$ cat config.mk
export PLATFORM = sky130hd
export DESIGN_NAME = uart_tx_arbiter
export DESIGN_NICKNAME = d
export VERILOG_FILES = /design/src/rtl/uart_ctrl_pkg.sv /design/src/rtl/rr_pick.sv /design/src/rtl/uart_tx_arbiter.sv
export SDC_FILE = /design/constraint.sdc
export NUM_CORES = 1
export LEC_CHECK = 0
export BUFFER_PORTS_ARGS = -buffer_cell sky130_fd_sc_hd__buf_2
export CAP_MARGIN = 20
export CORE_ASPECT_RATIO = 1.4
export CORE_UTILIZATION = 50
export CTS_BUF_LIST = sky130_fd_sc_hd__clkbuf_8
export DETAILED_ROUTE_END_ITERATION = 16
export PLACE_DENSITY = 0.83
export SLEW_MARGIN = 10
export SYNTH_ARGS = -nofsm -noshare
export SYNTH_HDL_FRONTEND = slang
export SYNTH_SLANG_ARGS = --single-unit
$ cat constraint.sdc
create_clock -name clk -period 3 [get_ports clk]
set_input_delay 0.3 -clock clk [delete_from_list [all_inputs] [get_ports clk]]
set_output_delay 0.3 -clock clk [all_outputs]
set_load 0.02 [all_outputs]
$ cat src/rtl/uart_ctrl_pkg.sv
// Shared definitions for the UART transmit control blocks.
//   state_t     : 2-bit FSM encoding used by the transmit arbiter
//   UART_DATA_W : byte width accepted by uart_send
//   TIMEOUT_DEF : default number of cycles to wait for uart_send busy to rise
package uart_ctrl_pkg;

  localparam int UART_DATA_W = 8;
  localparam int TIMEOUT_DEF = 15;

  typedef enum logic [1:0] {
    IDLE      = 2'd0,
    LAUNCH    = 2'd1,
    WAIT_BUSY = 2'd2,
    WAIT_DONE = 2'd3
  } state_t;

endpackage

$ cat src/rtl/rr_pick.sv
// Combinational round-robin priority select.
//   req  in  N      : request vector
//   last in  log2 N : index granted last time; the search starts at last+1
//   pick out log2 N : first set request at or after last+1, wrapping modulo N
//   any  out 1      : at least one request is set (pick is valid)
module rr_pick #(
  parameter  int N  = 4,
  localparam int IW = $clog2(N)
) (
  input  logic [N-1:0]  req,
  input  logic [IW-1:0] last,
  output logic [IW-1:0] pick,
  output logic          any
);

  // Walk from the farthest candidate (last+N, i.e. last itself) down to the
  // nearest (last+1) so the nearest set request overwrites earlier hits.
  always_comb begin
    pick = last;
    any  = 1'b0;
    for (int k = N; k >= 1; k--) begin
      if (req[(int'(last) + k) % N]) begin
        pick = IW'((int'(last) + k) % N);
        any  = 1'b1;
      end
    end
  end

endmodule

$ cat src/rtl/uart_tx_arbiter.sv
// Round-robin arbiter sharing one uart_send transmitter among N_REQ requesters.
//   clk, rst     : bit-rate clock, asynchronous active-high reset
//   req_valid    : per-requester byte pending, held until its req_ack
//   req_data     : flattened bytes, requester i at [i*DATA_W +: DATA_W]
//   req_last     : byte ends the packet; 0 keeps the grant locked
//   req_ack      : one-cycle pulse, byte of the granted requester captured
//   tx_trig      : one-cycle start pulse to uart_send
//   tx_data      : captured byte, stable for the whole frame
//   tx_busy      : uart_send busy flag
//   grant        : current or last granted requester
//   locked       : grant held for a multi-byte packet
//   timeout_err  : one-cycle pulse when tx_busy never rose after a launch
module uart_tx_arbiter
  import uart_ctrl_pkg::*;
#(
  parameter  int N_REQ   = 4,
  parameter  int DATA_W  = UART_DATA_W,
  parameter  int TIMEOUT = TIMEOUT_DEF,
  localparam int GW      = $clog2(N_REQ),
  localparam int CW      = $clog2(TIMEOUT + 1)
) (
  input  logic                    clk,
  input  logic                    rst,
  input  logic [N_REQ-1:0]        req_valid,
  input  logic [N_REQ*DATA_W-1:0] req_data,
  input  logic [N_REQ-1:0]        req_last,
  output logic [N_REQ-1:0]        req_ack,
  output logic                    tx_trig,
  output logic [DATA_W-1:0]       tx_data,
  input  logic                    tx_busy,
  output logic [GW-1:0]           grant,
  output logic                    locked,
  output logic                    timeout_err
);

  state_t          state, state_nxt;
  logic [CW-1:0]   cnt;
  logic [GW-1:0]   pick, sel;
  logic            any, sel_ok;

  rr_pick #(.N(N_REQ)) u_pick (
    .req  (req_valid),
    .last (grant),
    .pick (pick),
    .any  (any)
  );

  // While a packet is in flight only the owner may continue it.
  assign sel    = locked ? grant : pick;
  assign sel_ok = locked ? req_valid[grant] : any;

  wire timed_out = !tx_busy && (cnt == CW'(TIMEOUT - 1));

  // state register
  always_ff @(posedge clk or posedge rst) begin
    if (rst) state <= IDLE;
    else     state <= state_nxt;
  end

  // next state
  always_comb begin
    state_nxt = state;
    case (state)
      IDLE:      if (sel_ok) state_nxt = LAUNCH;
      LAUNCH:    state_nxt = WAIT_BUSY;
      // A busy flag left over from a frame started before a reset is
      // accepted here too; the FSM then simply rides that frame out.
      WAIT_BUSY: if (tx_busy) state_nxt = WAIT_DONE;
                 else if (timed_out) state_nxt = IDLE;
      WAIT_DONE: if (!tx_busy) state_nxt = IDLE;
      default:   state_nxt = IDLE;
    endcase
  end

  // outputs decoded from registered state only
  always_comb begin
    tx_trig = (state == LAUNCH);
    req_ack = tx_trig ? (N_REQ'(1) << grant) : '0;
  end

  // capture, lock and timeout bookkeeping
  always_ff @(posedge clk or posedge rst) begin
    if (rst) begin
      grant       <= GW'(N_REQ - 1);
      locked      <= 1'b0;
      tx_data     <= '0;
      cnt         <= '0;
      timeout_err <= 1'b0;
    end else begin
      timeout_err <= 1'b0;
      case (state)
        IDLE: if (sel_ok) begin
          grant   <= sel;
          tx_data <= req_data[int'(sel)*DATA_W +: DATA_W];
          locked  <= ~req_last[sel];
        end
        LAUNCH: cnt <= '0;
        WAIT_BUSY: if (!tx_busy) begin
          if (timed_out) begin
            // byte is dropped; releasing the lock lets others proceed
            timeout_err <= 1'b1;
            locked      <= 1'b0;
          end else begin
            cnt <= cnt + 1'b1;
          end
        end
        default: ;
      endcase
    end
  end

endmodule

==> run metrics <==
pre-CTS WS 328 ps; Post-synth EDFFs 0; fill count roughly 220; top_reg_cell synth dfrtp_1; Die Wd 47.3 um; IO Count 60; GRT Total Usage 0.255; Die ar. about 3100 sq um; Reg clk slew, reported paths about 70 ps; maximum buffer depth of the clock tree 2; syn avg cell area 9.08 sq um; core area 2670 sq um; TritonCTS clock tree done; area of the multi-input gates 898 sq um; First-pass DRT Iterations 4; H-tree depth 1; Worst Tran Pin Value just under 700 ps; final setup margin between 300 and 400 ps; share of post-route cells with drive strength above 1 0.367; fmax roughly 0.37 GHz; register area share after synthesis 0.316; Placed Area about 1800 sq um; Post-CTS Setup Repair Bufs 0; setup tns final 0 ps; CTS Hold Bufs 0; Synth Register Bits 18; initial antenna violation count 0; Hold Fails Final Rpt 0; largest net degree at the start of global routing 21; YS warnings 0; syn_nets ~210; HPWL Detailed about 2600 um; Clock Latency Late Sink approximately 250 ps; RD Place Congestion 0.861; worst min-delay path category in2async; Final setup viols 0; CTS sink cnt 18; most common cell after layout, fill and taps aside buf_2; Worst Path Required 3120 ps; max cap viols 0; Port-buffer cells 59; CP Cell Sequence inv_1, ha_1, nor2b_1, and3_1, o32a_1, a211oi_4, buf_12, mux2i_1, o221ai_1; first-pass GRT wire length approximately 5600 um; row cnt 22; # resized after CTS 0; initial core utilization 0.537; CP peak stage delay roughly 530 ps; DRT iter0 DRCs 61; max_slew headroom 0.549; Routed WL per cell about 13 um; via count between 1,000 and 1,500; vias per cell roughly 5.6; Arr. time, crit path around 2800 ps; Setup Skew 1.14 ps; PD cells 1120 nW/um^2; Final nets 268; Leak Pwr 0.000935 uW; vias in the first global route 1,260; global route total overflow 0; DRC 0; nature of the critical path endpoint flip-flop; Setup CP Type reg2reg; Post-synth ARST share 1.00; final non-filler cell area between 1500 and 2000 sq um; post-synth cell types 44; Die Height about 65 um; status finished clean; RSZ-0062 raised after global routing no; mapped cell area 1430 sq um; CP Max Fanout 20; antenna-violating nets left 0; drt total wl between 3000 and 4000 um; diode count 0; Critical Path Start Type flip-flop; Num CTS Buffers 3; max-slew violation count 0; Root Buffer clkbuf_8; maximum VDD drop between 0.7 and 0.8 mV; CP max stage cell dfstp_2; Cells after Synth 158; fin crit share 0.893; register area 453 sq um; Final Core Density 0.683; synthesis-to-finish area growth 27.2%; most frequent cells in the layout buf_2 (59), nand2_1 (20), mux2i_1 (20); crit path time final approximately 2700 ps
metrics by stage:
stage          power (uW)  hold WS, ps  std cells
2_1_floorplan        1510          237        158
3_3_place_gp         1840          429        250
3_5_place_dp         1870          437        250
4_1_cts              2040          157        254
5_1_grt              2220          177        254
6_report             2040          140        254
power by group:
part           internal [uW]  leakage, uW  total, uW  switching (uW)
Combinational            615     0.000684       1410             792
Sequential               361     0.000224        461             100
Clock                   90.8    0.0000269        169            77.8
worst max-delay path, delay by kind of cell, from the launching register on:
kind | cells | cell delay, ps
adders and majority gates | 1 | 410
DFF | 1 | 530
muxes | 1 | 220
and+or+nand+nor | 2 | 380
AOI/OAI and AO/OA | 3 | 720
buffers and inverters | 2 | 280
cells in the mapped netlist, drive strengths merged (2+ instances only):
| cell | instances | area (sq um) |
|---|---|---|
| mux2i | 20 | 200 |
| mux2 | 4 | 45.0 |
| nand2b | 2 | 12.5 |
| dfstp | 2 | 52.6 |
| dfrtp | 16 | 400 |
| nand3b | 2 | 15.0 |
| buf | 7 | 52.5 |
| a31oi | 2 | 12.5 |
| o21ai | 6 | 30.0 |
| inv | 8 | 30.0 |
| nand4 | 2 | 12.5 |
| and2 | 5 | 31.3 |
| ha | 6 | 75.1 |
| and3 | 3 | 18.8 |
| nor2 | 9 | 33.8 |
| nor3 | 2 | 10.0 |
| a211oi | 4 | 35.0 |
| or3 | 2 | 17.5 |
| clkbuf | 2 | 7.51 |
| o221ai | 8 | 70.1 |
| o22ai | 3 | 18.8 |
| o32a | 2 | 20.0 |
| nand2 | 22 | 87.6 |
| nand3 | 6 | 30.0 |
logic make-up after synthesis:
family | share of synthesized area
buffers and inverters | 0.0628
xor gates and xnor gates | 0.00611
and+or+nand+nor | 0.220
adders and majority gates | 0.0524
DFF | 0.316
muxes | 0.171
AOI/OAI and AO/OA | 0.172
routing by layer:
metal,GRT usage,routed length (um),vias up
li1,-,-,706
met1,0.321,1390,660
met2,0.413,1790,55
met3,0.0440,152,7
met4,0.107,69,0
met5,0,0,-
registers in the layout, summed over array words and instances (netlist names):
| register | cells |
|---|---|
| locked | 1 |
| cnt | 4 |
| grant | 2 |
| tx_data | 8 |
| state | 2 |
| timeout_err | 1 |
final cells by class:
type	count	share of cell area
Multi-Input combinational cell	123	0.492
Sequential cell	18	0.248
Tap cell	36	0.0247
Inverter	8	0.0165
Clock buffer	3	0.0226
Clock inverter	1	0.00206
Timing Repair Buffer	65	0.193
final timing paths:
check                              end  cells past startpoint  slack, ps       start
max in group asynchronous  timeout_err                      2       2430         rst
hold reg to reg             tx_data[3]                      2        490  tx_data[3]
hold / removal                  cnt[1]                      2        140         rst
setup / recovery            tx_data[5]                      9        320    grant[0]
min in group clk              state[0]                      3        300     tx_busy
setup reg to reg            tx_data[5]                      9        320    grant[0]
No activity file was read; power rests on OpenSTA's default activity.
